`src/rtl/serial_adder_pkg.sv`:
```
`default_nettype none
// +----------------------------------------------------------------------+
// | Module  : serial_adder_pkg                                           |
// | Purpose : Shared FSM state type and default sizing for serial_adder  |
// | Revision: 1.0 - initial release                                      |
// +----------------------------------------------------------------------+
package serial_adder_pkg;

  localparam int DEFAULT_WIDTH = 16;
  localparam int DEFAULT_DIGIT = 4;

  typedef enum logic [1:0] {
    IDLE = 2'd0,
    RUN  = 2'd1,
    DONE = 2'd2
  } state_t;

endpackage : serial_adder_pkg
`default_nettype wire

```
`src/rtl/serial_adder_fa_cell.sv`:
```
`default_nettype none
// +----------------------------------------------------------------------+
// | Module  : fa_cell                                                    |
// | Purpose : One-bit full adder, chained to form the per-cycle digit    |
// | Revision: 1.0 - initial release                                      |
// +----------------------------------------------------------------------+
module fa_cell (
  input  logic a,
  input  logic b,
  input  logic cin,
  output logic s,
  output logic cout
);

  assign s    = a ^ b ^ cin;
  assign cout = (a & b) | (cin & (a ^ b));

endmodule : fa_cell
`default_nettype wire

```
`src/rtl/serial_adder.sv`:
```
`default_nettype none
// +----------------------------------------------------------------------+
// | Module  : serial_adder                                               |
// | Purpose : Digit-serial adder; DIGIT bits per clock, LSB digit first, |
// |           valid/ready handshakes on both sides.                      |
// | Options : SERIAL_ADDER_SUB_EN adds the 'sub' port (a + ~b + 1).      |
// | Revision: 1.0 - initial release                                      |
// +----------------------------------------------------------------------+
module serial_adder
  import serial_adder_pkg::*;
#(
  parameter int WIDTH = DEFAULT_WIDTH,
  parameter int DIGIT = DEFAULT_DIGIT
) (
  input  logic             clk,
  input  logic             rst_n,
  input  logic             in_valid,
  output logic             in_ready,
  input  logic [WIDTH-1:0] a,
  input  logic [WIDTH-1:0] b,
  input  logic             cin,
`ifdef SERIAL_ADDER_SUB_EN
  input  logic             sub,
`endif
  output logic             out_valid,
  input  logic             out_ready,
  output logic [WIDTH-1:0] sum,
  output logic             cout,
  output logic             ovf,
  output logic             busy
);

  localparam int c_N  = WIDTH / DIGIT;
  localparam int c_CW = (c_N > 1) ? $clog2(c_N) : 1;
  localparam logic [c_CW-1:0] c_CNT_LOAD = c_CW'(c_N - 1);

  // Configuration sanity: the operand must split into whole digits.
  if ((DIGIT < 1) || (DIGIT > WIDTH) || ((WIDTH % DIGIT) != 0)) begin : g_bad_cfg
    $error("serial_adder: WIDTH must be a positive multiple of DIGIT");
  end

  state_t            state_q, state_d;
  logic [c_CW-1:0]   cnt_q, cnt_d;
  logic              carry_q, carry_d;
  logic [WIDTH-1:0]  a_q, a_d;
  logic [WIDTH-1:0]  b_q, b_d;
  logic [WIDTH-1:0]  res_q, res_d;
  logic              cout_q, cout_d;
  logic              ovf_q, ovf_d;

  logic [WIDTH-1:0]  w_b_in;
  logic              w_cin_in;
  logic [DIGIT:0]    w_c;
  logic [DIGIT-1:0]  w_s;
  logic [WIDTH-1:0]  w_res_shift;

  // Subtraction is folded into the captured operand: invert b, force carry-in.
`ifdef SERIAL_ADDER_SUB_EN
  assign w_b_in   = sub ? ~b   : b;
  assign w_cin_in = sub ? 1'b1 : cin;
`else
  assign w_b_in   = b;
  assign w_cin_in = cin;
`endif

  // Ripple chain for the current digit, fed by the registered carry.
  assign w_c[0] = carry_q;
  for (genvar i = 0; i < DIGIT; i++) begin : g_fa
    fa_cell u_fa (
      .a    (a_q[i]),
      .b    (b_q[i]),
      .cin  (w_c[i]),
      .s    (w_s[i]),
      .cout (w_c[i+1])
    );
  end

  // New digit enters the result from the MSB side.
  if (DIGIT == WIDTH) begin : g_res_full
    assign w_res_shift = w_s;
  end else begin : g_res_shift
    assign w_res_shift = {w_s, res_q[WIDTH-1:DIGIT]};
  end

  // Next-state and datapath update; everything holds by default.
  always_comb begin
    state_d = state_q;
    cnt_d   = cnt_q;
    carry_d = carry_q;
    a_d     = a_q;
    b_d     = b_q;
    res_d   = res_q;
    cout_d  = cout_q;
    ovf_d   = ovf_q;
    case (state_q)
      IDLE: begin
        if (in_valid) begin
          a_d     = a;
          b_d     = w_b_in;
          carry_d = w_cin_in;
          cnt_d   = c_CNT_LOAD;
          res_d   = '0;
          cout_d  = 1'b0;
          ovf_d   = 1'b0;
          state_d = RUN;
        end
      end
      RUN: begin
        a_d     = a_q >> DIGIT;
        b_d     = b_q >> DIGIT;
        carry_d = w_c[DIGIT];
        res_d   = w_res_shift;
        cnt_d   = cnt_q - 1'b1;
        if (cnt_q == '0) begin
          // Last digit holds the MSB: capture its carry-out and overflow.
          cout_d  = w_c[DIGIT];
          ovf_d   = w_c[DIGIT] ^ w_c[DIGIT-1];
          state_d = DONE;
        end
      end
      DONE: begin
        if (out_ready) state_d = IDLE;
      end
      default: state_d = IDLE;
    endcase
  end

  // State and datapath registers, cleared by asynchronous reset.
  always_ff @(posedge clk or negedge rst_n) begin
    if (!rst_n) begin
      state_q <= IDLE;
      cnt_q   <= '0;
      carry_q <= 1'b0;
      a_q     <= '0;
      b_q     <= '0;
      res_q   <= '0;
      cout_q  <= 1'b0;
      ovf_q   <= 1'b0;
    end else begin
      state_q <= state_d;
      cnt_q   <= cnt_d;
      carry_q <= carry_d;
      a_q     <= a_d;
      b_q     <= b_d;
      res_q   <= res_d;
      cout_q  <= cout_d;
      ovf_q   <= ovf_d;
    end
  end

  assign in_ready  = (state_q == IDLE);
  assign out_valid = (state_q == DONE);
  assign busy      = (state_q != IDLE);
  assign sum       = res_q;
  assign cout      = cout_q;
  assign ovf       = ovf_q;

endmodule : serial_adder
`default_nettype wire

```
`config.mk`:
```
export PLATFORM = sky130hd
export DESIGN_NAME = serial_adder
export DESIGN_NICKNAME = d
export VERILOG_FILES = /design/src/rtl/serial_adder_pkg.sv /design/src/rtl/serial_adder_fa_cell.sv /design/src/rtl/serial_adder.sv
export SDC_FILE = /design/constraint.sdc
export NUM_CORES = 1
export LEC_CHECK = 0
export CAP_MARGIN = 15
export CORE_UTILIZATION = 50
export DETAILED_ROUTE_END_ITERATION = 10
export GPL_TIMING_DRIVEN = 0
export PLACE_DENSITY_LB_ADDON = 0.25
export SYNTH_ARGS = -nofsm -noshare
export SYNTH_HDL_FRONTEND = slang
export SYNTH_SLANG_ARGS = --single-unit
```
`constraint.sdc`:
```
create_clock -name clk -period 3.34 [get_ports clk]
set_clock_uncertainty 0.15 [all_clocks]
set_input_delay 0.668 -clock clk [delete_from_list [all_inputs] [get_ports clk]]
set_output_delay 0.668 -clock clk [all_outputs]
set_load 0.01 [all_outputs]
```
==> results.py <==
metrics = {
    "outcome": {
        "status": "complete, no violations",
    },
    "yosys": {
        "syn-mean-instance-area_um2": 11.1,
        "ys_seq_area_frac": 0.493,
        "syn-instance-count": 252,
        "ys_seq_elements": 55,
        "synth_top_area_cell": "dfrtp_1",
        "ys_types": 29,
        "synth_top_area_frac": 0.493,
        "ys_top_cells_by_area": "dfrtp_1 (49%), a22oi_1 (6.5%), a21oi_2 (6.3%), o21ai_1 (5.7%), a22o_1 (5.3%)",
        "synth_nets": 294,
        "yosysWarnings": 0,
        "syn-cell-area_um2": 2790,
    },
    "job": {
        "maxCapViolCount": 0,
    },
    "placement": {
        "post-dp-hpwl_um": 4630,
        "gp_congestion": 0.818,
        "io_buffers": 56,
        "dpl_worst_slack_ps": 695,
    },
    "final_layout": {
        "diodes": 0,
        "nFillCells": 428,
        "drive_gt1_frac": 0.177,
        "nets": 358,
        "final_cell_mix": "dfrtp_1 (55), clkdlybuf4s50_1 (55), o21ai_1 (32)",
        "syn2layout_area_growth_pct": 28.0,
    },
    "detailed_routing": {
        "ant_nets": 0,
        "postRouteWirelength_um": 6430,
        "drc": 0,
        "first_pass_iters": 4,
        "routedWlPerCell_um": 16.6,
        "vias": 2192,
        "drt_iter0_drc": 121,
        "viasPerCell": 5.66,
    },
    "global_route": {
        "grt_max_degree": 30,
        "grt-ovfl-total": 0,
        "grt_pass1_vias": 2162,
        "antenna_found_initial": 0,
        "grt_pass1_wl_um": 10800,
        "grt_usage": 0.238,
    },
    "power": {
        "peakVddDrop_uv": 413,
        "power_w": 0.00315,
        "leakagePower_nw": 1.55,
        "pwr-share-clk": 0.145,
        "swShare": 0.379,
        "p_switching_w": 0.00119,
        "internal_power_w": 0.00195,
        "p_comb_frac": 0.486,
        "power_density_nw_per_um2": 881,
        "power_frac_seq": 0.369,
    },
    "die": {
        "dieArea_um2": 5890,
        "start_util": 0.533,
        "die-height_um": 76.7,
        "fp.dieW_um": 76.7,
        "rows": 26,
        "io_pins": 58,
        "fp.coreArea_um2": 5240,
    },
    "clocking": {
        "clock-sinks": 55,
        "htreeDepth": 2,
        "clk_latency_ps": 310,
        "cts_setup_buffers": 0,
        "holdBufCountCts": 0,
        "cts_tree": "built",
        "clock_path_buffers": 2,
        "cts_buffers": 5,
        "cts_root_buffer": "clkbuf_8",
        "clk_pin_slew_ps": 100,
        "ctsResizeCount": 0,
    },
    "sta": {
        "relSlewSlack": 0.586,
        "rsz0062_at_grt": "false",
        "worst_pin_slew_ps": 621,
        "fin_crit_sh": 0.799,
        "fin_ws_ps": 670,
        "maxSlewViolCount": 0,
        "finalCriticalPeriod_ps": 2670,
        "max_freq_mhz": 374,
        "hold_viol": 0,
        "holdWs_ps": 212,
        "finalSetupViolations": 0,
    },
    "worst_setup_path": {
        "critPathMaxFanout": 3,
        "startpoint_type": "register",
        "worstPathRequired_ps": 3400,
        "worstSetupPathType": "reg2reg",
        "crit_path_end_kind": "register",
        "arrival_ps": 2730,
    },
    "worst_hold_path": {
        "hp-class": "in2async",
    },
}
power by group through the flow:
stage	sequential, W	clock [W]	combinational, W
2_1_floorplan	0.00115	0	0.000994
3_3_place_gp	0.00115	0	0.00149
3_5_place_dp	0.00117	0	0.00154
4_1_cts	0.00116	0.000462	0.00154
5_1_grt	0.00119	0.000492	0.00167
6_report	0.00116	0.000457	0.00153
through the flow:
| stage | utilization | cells | TNS (ps) | cell area [um2] |
|---|---|---|---|---|
| 5_1_grt | 0.682 | 387 | 0 | 3570 |
| 6_report | 0.682 | 387 | 0 | 3570 |
| 2_1_floorplan | - | 252 | 0 | 2790 |
| 3_3_place_gp | 0.657 | 378 | -13340 | 3440 |
| 4_1_cts | 0.682 | 387 | 0 | 3570 |
| 3_5_place_dp | 0.660 | 379 | 0 | 3460 |
cells by family (layout without fill, tap and decap cells):
logic type,Yosys count,after routing,synth area share
compound gates,107,107,0.280
flops,55,55,0.493
simple gates,53,53,0.108
buf+inv,31,96,0.0829
fa+ha+maj,5,5,0.0332
xor+xnor,1,1,0.00314
worst max-delay path: stages (launching register included):
cell and delay, ps:
dfrtp_1 400, inv_1 100, fa_1 170, inv_1 50
fa_1 390, fa_1 430, fa_1 460, a22o_1 230
a22o_1 180
state kept, by name (all words and copies together), names as in the netlist:
name and flops:
a_q 16, state_q 2, cout 1, cnt_q 2, b_q 16, carry_q 1, sum 16, ovf 1
synthesized netlist by cell type:
| cell type | n |
|---|---|
| a21oi_1 | 5 |
| a21oi_2 | 20 |
| a22o_1 | 17 |
| a22oi_1 | 24 |
| a22oi_2 | 2 |
| a2bb2oi_1 | 1 |
| and2b_1 | 12 |
| buf_12 | 2 |
| buf_2 | 6 |
| buf_6 | 10 |
| clkbuf_1 | 4 |
| dfrtp_1 | 55 |
| fa_1 | 4 |
| ha_1 | 1 |
| inv_1 | 9 |
| nand2_1 | 20 |
| nand2b_1 | 2 |
| nand3_1 | 1 |
| nor2_1 | 1 |
| nor2b_1 | 14 |
| nor2b_2 | 1 |
| nor2b_4 | 1 |
| o211ai_1 | 1 |
| o21ai_0 | 1 |
| o21ai_1 | 32 |
| o21ai_2 | 3 |
| o21bai_4 | 1 |
| or2_1 | 1 |
| xnor2_1 | 1 |
worst paths after layout:
kind,start,to,slack (ps),cells past startpoint
min,rst_n,sum[5],210,1
min in group clk,cnt_q[0],cnt_q[0],340,1
max reg2reg,b_q[0],cout,670,8
max in group asynchronous,rst_n,b_q[15],2270,2
min reg2reg,cnt_q[0],cnt_q[0],340,1
max,b_q[0],cout,670,8
metal layers:
metal | vias up | share of wire | track usage
met5 | - | 0 | 0
met4 | 0 | 0.028 | 0.0981
met3 | 18 | 0.045 | 0.0393
met2 | 77 | 0.49 | 0.383
met1 | 1081 | 0.43 | 0.318
li1 | 1016 | - | -
final cells by class:
cell class / instances / area [um2] / share of cell area
clock inverter: 2 / 35.0 / 0.00980
clock buffer: 6 / 82.6 / 0.0231
tap: 70 / 87.6 / 0.0245
multi-input combinational: 166 / 1180 / 0.332
inverter: 9 / 33.8 / 0.00945
sequential: 55 / 1380 / 0.385
timing repair buffer: 57 / 576 / 0.161
buffer: 22 / 198 / 0.0553
No activity file was read; power rests on OpenSTA's default activity.
